**src/rtl/acc_requant_out.sv**
```systemverilog
// acc_requant_out: requantises signed accumulator results to int8 (bias, scale, rounding shift, saturate) into a credit-controlled output FIFO.
// Optional macro RELU_STAGE_EN clamps negative results to zero before saturation.
module acc_requant_out #(
   parameter int ACC_W      = 21,
   parameter int SCALE_W    = 8,
   parameter int SHIFT_W    = 5,
   parameter int FIFO_DEPTH = 8
) (
   input  logic                      clk,
   input  logic                      reset,
   input  logic                      cfg_load,
   input  logic signed [ACC_W-1:0]   cfg_bias,
   input  logic [SCALE_W-1:0]        cfg_scale,
   input  logic [SHIFT_W-1:0]        cfg_shift,
   input  logic                      in_valid,
   output logic                      in_ready,
   input  logic signed [ACC_W-1:0]   in_acc,
   output logic                      out_valid,
   input  logic                      out_ready,
   output logic [7:0]                out_data,
   output logic                      busy,
   output logic [7:0]                sat_count
);
   localparam int SW = ACC_W + 1;
   localparam int PW = ACC_W + SCALE_W + 2;
   localparam int AW = $clog2(FIFO_DEPTH);

   logic signed [ACC_W-1:0] bias;
   logic [SCALE_W-1:0]      scale;
   logic [SHIFT_W-1:0]      shift;
   logic                    v1, v2, v3;
   logic signed [SW-1:0]    sum;
   logic signed [PW-1:0]    prod;
   logic [7:0]              res;
   logic                    clip;
   logic [7:0]              mem [FIFO_DEPTH];
   logic [AW-1:0]           wr_ptr, rd_ptr;
   logic [AW:0]             occ;
   logic [AW+1:0]           pend;
   logic                    accept, load, push, pop;
   logic signed [PW:0]      rnd, rsh;
   logic [7:0]              sat_res, head_next;
   logic                    sat_clip;

   assign accept    = in_valid & in_ready;
   assign load      = cfg_load & ~busy & ~accept;
   assign push      = v3;
   assign pop       = out_valid & out_ready;
   assign out_valid = occ != '0;
   assign busy      = v1 | v2 | v3 | out_valid;
   // credits: queued entries plus everything still in the pipeline
   assign pend      = {1'b0, occ} + (AW+2)'(v1) + (AW+2)'(v2) + (AW+2)'(v3);
   assign in_ready  = pend < (AW+2)'(FIFO_DEPTH);

   always_comb begin
      rnd = shift == '0 ? '0 : (PW+1)'(1) << (shift - 1'b1);
      rsh = ((PW+1)'(prod) + rnd) >>> shift;
`ifdef RELU_STAGE_EN
      sat_res  = rsh > 127 ? 8'h7f : rsh < 0 ? 8'h00 : rsh[7:0];
      sat_clip = rsh > 127;
`else
      sat_res  = rsh > 127 ? 8'h7f : rsh < -128 ? 8'h80 : rsh[7:0];
      sat_clip = rsh > 127 || rsh < -128;
`endif
      head_next = pop ? (occ > 1 ? mem[rd_ptr + 1'b1] : push ? res : out_data)
                      : (occ == '0 && push ? res : out_data);
   end

   always_ff @(posedge clk) begin
      if (reset) begin
         bias      <= '0;
         scale     <= SCALE_W'(1);
         shift     <= '0;
         v1        <= 1'b0;
         v2        <= 1'b0;
         v3        <= 1'b0;
         wr_ptr    <= '0;
         rd_ptr    <= '0;
         occ       <= '0;
         out_data  <= '0;
         sat_count <= '0;
      end else begin
         if (load) begin
            bias  <= cfg_bias;
            scale <= cfg_scale;
            shift <= cfg_shift;
         end
         v1   <= accept;
         v2   <= v1;
         v3   <= v2;
         sum  <= SW'(in_acc) + SW'(bias);
         prod <= PW'(sum) * PW'($signed({1'b0, scale}));
         res  <= sat_res;
         clip <= sat_clip;
         if (push) begin
            mem[wr_ptr] <= res;
            wr_ptr      <= wr_ptr + 1'b1;
         end
         if (pop) rd_ptr <= rd_ptr + 1'b1;
         occ       <= occ + (AW+1)'(push) - (AW+1)'(pop);
         out_data  <= head_next;
         sat_count <= load ? 8'd0 : (push && clip && sat_count != 8'hff) ? sat_count + 8'd1 : sat_count;
      end
   end
endmodule

```
**config.mk**
```make
export PLATFORM = sky130hd
export DESIGN_NAME = acc_requant_out
export DESIGN_NICKNAME = d
export VERILOG_FILES = /design/src/rtl/acc_requant_out.sv
export SDC_FILE = /design/constraint.sdc
export NUM_CORES = 1
export LEC_CHECK = 0
export CAP_MARGIN = 0
export CORE_MARGIN = 2
export CORE_UTILIZATION = 65
export CTS_BUF_LIST = sky130_fd_sc_hd__clkbuf_16
export CTS_CLUSTER_DIAMETER = 150
export DETAILED_ROUTE_END_ITERATION = 12
export GPL_TIMING_DRIVEN = 0
export PLACE_DENSITY = 0.89
export SLEW_MARGIN = 5
export SYNTH_ARGS = -nofsm -noshare
export SYNTH_HDL_FRONTEND = slang
export SYNTH_SLANG_ARGS = --single-unit
```
**constraint.sdc**
```tcl
create_clock -name clk -period 10.84 [get_ports clk]
set_clock_uncertainty 0.1 [all_clocks]
set_input_delay 2.71 -clock clk [delete_from_list [all_inputs] [get_ports clk]]
set_output_delay 2.71 -clock clk [all_outputs]
set_load 0.01 [all_outputs]
```
==> run_results.csv <==
group,metric,value,unit
grt,grt_pass1_wl,96300,um
cts,clk_path_buf_depth,2,
placed_design,portBuffers,78,
critical_path,critPathRequiredTime,10.97,ns
drt,dr.pass1.iters,6,
drt,met1_length,21900,um
cts,cts_setup_buffers,0,
grt,grt_pass1_vias,18000,
cts,ctsHoldBuffers,0,
logic_synthesis,synth_warnings,0,
cells_and_area,diodes,0,
critical_path,cp-start-kind,"flop",
logic_synthesis,synthCells,2105,
power,p_leak,8.73,nW
power,pwr-share-clk,15.3,%
placed_design,place_inst,2570,
timing,rsz0062_at_grt,"false",
grt,overflow,0,
cells_and_area,regArea,5040,sq um
timing,relSlewSlack,5.12,%
drt,dr_total_vias,17500,
logic_synthesis,synth_flop_cell,"edfxtp_1",
drt,drtAntennaViolNets,0,
cts,cts_tree,"yes",
critical_path,r2r-end,"res[0]$_SDFFCE_PN1N_",
cells_and_area,synthToLayoutAreaGrowth,10.4,%
critical_path,cpMaxStageDelayCell,"o311ai_0",
drt,highest_layer,"met4",
die,die-area,30400,sq um
logic_synthesis,synth-edff-count,126,
die,start_util,65.9,%
critical_path,reg2regPathDepth,21,
critical_path,crit_buf_inv,6,
cells_and_area,nets,2532,
power,p_switching,2.18,mW
logic_synthesis,synthDistinctLibCells,89,
timing,worst_slew_pin_slew,1.41,ns
drt,vias_per_cell,6.71,
grt,grt.total_usage,41.0,%
critical_path,timing.critical_path.mode_cell,"clkbuf_1",
cells_and_area,mostFrequentLayoutCells,"nand2_1, inv_1, nor2_1",
timing,max_freq,0.121,GHz
critical_path,cp_max_fo,10,
timing,hold_violations,0,
critical_path,arrival,8.41,ns
power,irDropWorstVdd,0.000180,V
cts,cts_resized,0,
hold_path,whs_endpoint,"bias[3]$_SDFFE_PP0P_",
cts,tritoncts.num_buffers,17,
logic_synthesis,avgSynthCellArea,8.96,sq um
power,combinationalPowerShare,60.7,%
timing,finalMaxSlewViolations,0,
die,die_y,174,um
timing,setup_viol,0,
logic_synthesis,netlist_area,18900,sq um
critical_path,cp_slowest_stage_delay,1.17,ns
power,p_seq_share,24.0,%
hold_path,hp-class,"reg -> reg",
critical_path,reg2reg_from,"shift[2]$_SDFFE_PP0P_",
drt,drt_wl_total,61700,um
die,core-area,28600,sq um
hold_path,hold_path_depth,2,
cts,clkLatencyLatePin,0.46,ns
critical_path,end_kind,"flop",
placed_design,place_congestion,0.977,
power,p_sw_share,48.4,%
placed_design,post-place-ws,2.98,ns
logic_synthesis,synth_nets,2432,
drt,drc,0,
critical_path,path_cells,"clkbuf_1 > buf_2 > buf_1 > buf_1 > clkbuf_1 > nor3_1 > ha_1 > clkbuf_1 > nand2_1 > o21ai_0 > nor3_1 > o21ai_1 > and3_1 > nor2_1 > o311ai_0 > o31ai_1 > nor4_1 > a21oi_1 > nor4_1 > o22ai_1 > o21a_1",
cells_and_area,drive_above_1_share,4.51,%
timing,setup_slack,2.55,ns
cts,cts_root_buf,"clkbuf_16",
status,status,"finished, final reports clean",
critical_path,rrSetupSlack,2.55,ns
die,row_count,62,
grt,grt_max_degree,37,
cells_and_area,nFillCells,1851,
timing,layout_min_cycle_time,8.29,ns
timing,fin_setup_tns,0,ns
die,die_w,174,um
hold_path,hold_path.startpoint,"bias[3]$_SDFFE_PP0P_",
drt,wire_per_inst,23.7,um
cells_and_area,stdcell_count,2602,
cts,cts_sinks,189,
logic_synthesis,async_flop_share,0,%
drt,met3_length,5430,um
placed_design,hpwl,45800,um
logic_synthesis,seq_area_frac_synth,26.8,%
cells_and_area,layout_commonest_cell,"nand2_1",
power,intPower,2.33,mW
drt,wl_met2,30100,um
timing,final.period_utilization,76.4,%
critical_path,crit_type,"reg -> reg",
power,powerDensity,217,nW/um^2
die,io_pins,79,
cells_and_area,multi_input_area,12600,sq um
cts,h-tree-depth,4,
critical_path,critPathTopFamily,"compound AO/OA/AOI/OAI gates",
run,drv_cap,0,
cts,clkTransAtPathRegs,0.09,ns
logic_synthesis,ys_ff_latch,189,
drt,drtIter0Drc,1866,
grt,antenna_found_initial,1,
-- logic make-up (layout without fill, tap and decap cells) --
family,Yosys count,in the layout,synth area share (%)
compound gates,468,468,16.9
xor+xnor,72,72,3.34
fa+ha+maj,267,267,23.4
buf+inv,307,420,6.30
flops,189,189,26.8
mux,53,53,4.25
simple gates,749,749,19.1
-- metal layers --
metal	vias up	track usage, %
li1	7579	-
met1	8367	47.1
met2	1172	69.5
met3	349	8.27
met4	0	27.4
met5	-	0
-- flip-flops by register name, indices dropped and copies added, names as in the netlist, 8 cells and up --
name / count
prod: 31
scale: 8
sat_count: 8
out_data: 8
mem: 64
bias: 21
sum: 22
res: 8
-- per-stage QoR --
| stage | util [%] | area (sq um) | power [mW] | hold WS [ns] |
|---|---|---|---|---|
| floorplan | - | 18900 | 2.93 | 0.340 |
| global placement | 70.3 | 20100 | 3.55 | 0.346 |
| detailed placement | 70.5 | 20200 | 3.69 | 0.351 |
| CTS | 72.7 | 20800 | 4.42 | 0.365 |
| global route | 72.7 | 20800 | 4.77 | 0.384 |
| finish | 72.7 | 20800 | 4.51 | 0.363 |
-- worst max path at each step --
stage | from | end | slack (ns) | depth (start not counted)
floorplan | scale[2]$_SDFFE_PP0P_ | prod[29]$_DFFE_PN_ | 5.11 | 23
global placement | shift[2]$_SDFFE_PP0P_ | res[0]$_SDFFCE_PN1N_ | 2.99 | 22
detailed placement | shift[2]$_SDFFE_PP0P_ | res[0]$_SDFFCE_PN1N_ | 2.98 | 21
CTS | shift[2]$_SDFFE_PP0P_ | res[0]$_SDFFCE_PN1N_ | 2.94 | 21
global route | shift[2]$_SDFFE_PP0P_ | res[0]$_SDFFCE_PN1N_ | 2.43 | 22
finish | shift[2]$_SDFFE_PP0P_ | res[0]$_SDFFCE_PN1N_ | 2.55 | 21
-- synth_stat cells, types with 14 or more instances --
master	instances	area (sq um)
nand2_1	249	935
inv_1	214	803
nor2_1	172	646
fa_1	142	2840
a21oi_1	129	646
edfxtp_1	126	3780
ha_1	125	1560
and2_1	124	776
o21ai_0	77	385
clkbuf_1	70	263
dfxtp_1	63	1260
xnor2_1	54	473
nor3_1	42	210
nand3_1	40	200
o211ai_1	29	218
a21o_1	26	195
mux2i_1	26	260
a211oi_1	21	158
mux4_2	21	473
nand4_1	19	119
o21a_1	19	143
and3_1	18	113
xor2_1	18	158
nand2b_1	14	87.6
o31ai_1	14	105
-- power by group through the flow --
| stage | Clock (mW) | Combinational [mW] | Sequential, mW |
|---|---|---|---|
| final | 0.690 | 2.74 | 1.08 |
| after global routing | 0.710 | 2.96 | 1.09 |
| after CTS | 0.680 | 2.67 | 1.07 |
| after detailed placement | 0 | 2.60 | 1.09 |
| after global placement | 0 | 2.47 | 1.08 |
| after floorplan | 0 | 1.88 | 1.05 |
-- layout make-up --
class,count,share of cell area [%]
inverter,215,3.88
clock inverter,15,1.06
timing repair buffer,81,3.92
sequential,189,24.2
clock buffer,17,2.04
multi-input combinational,1609,60.7
buffer,92,1.83
tap,384,2.31
-- worst register-to-register path, delay by kind of cell, from the launching register on --
family	cells	cell delay (ns)
AOI/OAI and AO/OA	7	2.95
adders and majority gates	1	0.30
DFF	1	0.33
buffers and inverters	6	2.68
and+or+nand+nor	7	1.69
Note: power is estimated with default switching activity, not from simulation.
==> edit, RTL diff (same flow settings) <==
Build with the macro `RELU_STAGE_EN` defined.
--- a/src/rtl/acc_requant_out.sv
+++ b/src/rtl/acc_requant_out.sv
@@ -1,5 +1,7 @@
 // acc_requant_out: requantises signed accumulator results to int8 (bias, scale, rounding shift, saturate) into a credit-controlled output FIFO.
 // Optional macro RELU_STAGE_EN clamps negative results to zero before saturation.
+`define RELU_STAGE_EN
+
 module acc_requant_out #(
    parameter int ACC_W      = 21,
    parameter int SCALE_W    = 8,
Check against the original RTL: not equivalent (Yosys sat finds a counterexample within 10 cycles, from zero or initial values and one cycle with reset high).
==> edit against the unedited design <==
Final area shrank 5.1%; synthesized cell count decreased by 7.8%; wire length fell by 19%; combinational power fell by 16%; sequential cell count unchanged; setup slack better by 0.45 ns; count of clock-buffer cells in the layout unchanged; synthesized area is 5.3% lower; total power shrank 9.5%; highest routed layer unchanged.
==> edit: results (changes against the unedited design) <==
post-synthesis mux area share 4.45% (was 4.25%); syn_area_per_cell 9.21 µm² (was 8.96 µm²); complex-gate fraction of the synthesized area 14.5% (was 16.9%); worst slew pin tran 1.10 ns (was 1.41 ns); synth cell count leaders inv_1 (214), nand2_1 (207), nor2_1 (160) (was nand2_1 (249), inv_1 (214), nor2_1 (172)); Synth cell types 83 (was 89); Data buffer area share 5.80% (was 5.75%); met3 usage 5.97% (was 8.27%); area grow syn2layout 10.6% (was 10.4%); inverters 216 (was 215); routing usage on met2 62.4% (was 69.5%); first-pass GRT wire length 79500 µm (was 96300 µm); Post-DP HPWL 38900 µm (was 45800 µm); Clock buf/inv share 3.25% (was 3.10%); hold_sp bias[7]$_SDFFE_PP0P_ (was bias[3]$_SDFFE_PP0P_); 1st-pass router iterations 8 (was 6); number of global-route vias before repair 15562 (was 18034); core area 27000 µm² (was 28600 µm²); Area after DPL 19100 µm² (was 20200 µm²); layout cells sized above 1 4.43% (was 4.51%); Non-clk bufs 165 (was 173); Comb. pwr 2.29 mW (was 2.74 mW); status completed (unchanged); initial antenna violation count 0 (was 1); Seq/total area 25.5% (was 24.2%); Critical Path AT 7.99 ns (was 8.41 ns); GPL Wtd Cong 0.983 (was 0.977); post-synthesis xor/xnor area fraction 3.68% (was 3.34%); fill cell count 1846 (was 1851); P_int 2.21 mW (was 2.33 mW); Leakage 8.53 nW (was 8.73 nW); Seq/Total Area, Yosys 28.2% (was 26.8%); met1 Use GR 41.9% (was 47.1%); maximum number of pins on one net before global-route repair 42 (was 37); total via count in the routed design 15096 (was 17467); footprint of the multi-input gates 11700 µm² (was 12600 µm²); WHS 0.360 ns (was 0.363 ns); Post-Place Setup Slack 3.29 ns (was 2.98 ns)
## edit: cell types whose count changed in the layout (fill, tap and decap cells not counted), moves of 8 or more
cell	before	now
o21ai_0	77	48
o21a_1	19	8
nor2_1	172	160
o21ai_1	11	0
nand2_1	249	207
a21o_1	26	34
xor2_1	18	26
a21oi_1	129	139
a22oi_1	9	1
and4_1	13	1
nand4_1	19	11
o211ai_1	29	8
## edit: critical path, stage by stage (launching register included)
cell	delay (ns)
dfxtp_1	0.42
buf_1	0.40
clkbuf_1	0.56
buf_1	0.55
buf_1	0.48
or3_1	0.24
inv_1	0.06
ha_1	0.29
a211oi_1	0.33
o211ai_1	0.24
nand3_1	0.19
a21oi_1	0.21
or2_2	0.42
a221o_1	0.44
xor2_1	0.44
mux2i_1	0.17
a2111oi_0	0.80
a2111oi_0	0.16
a41oi_1	0.34
buf_2	0.26
a2111oi_0	0.11
a221oi_1	0.40
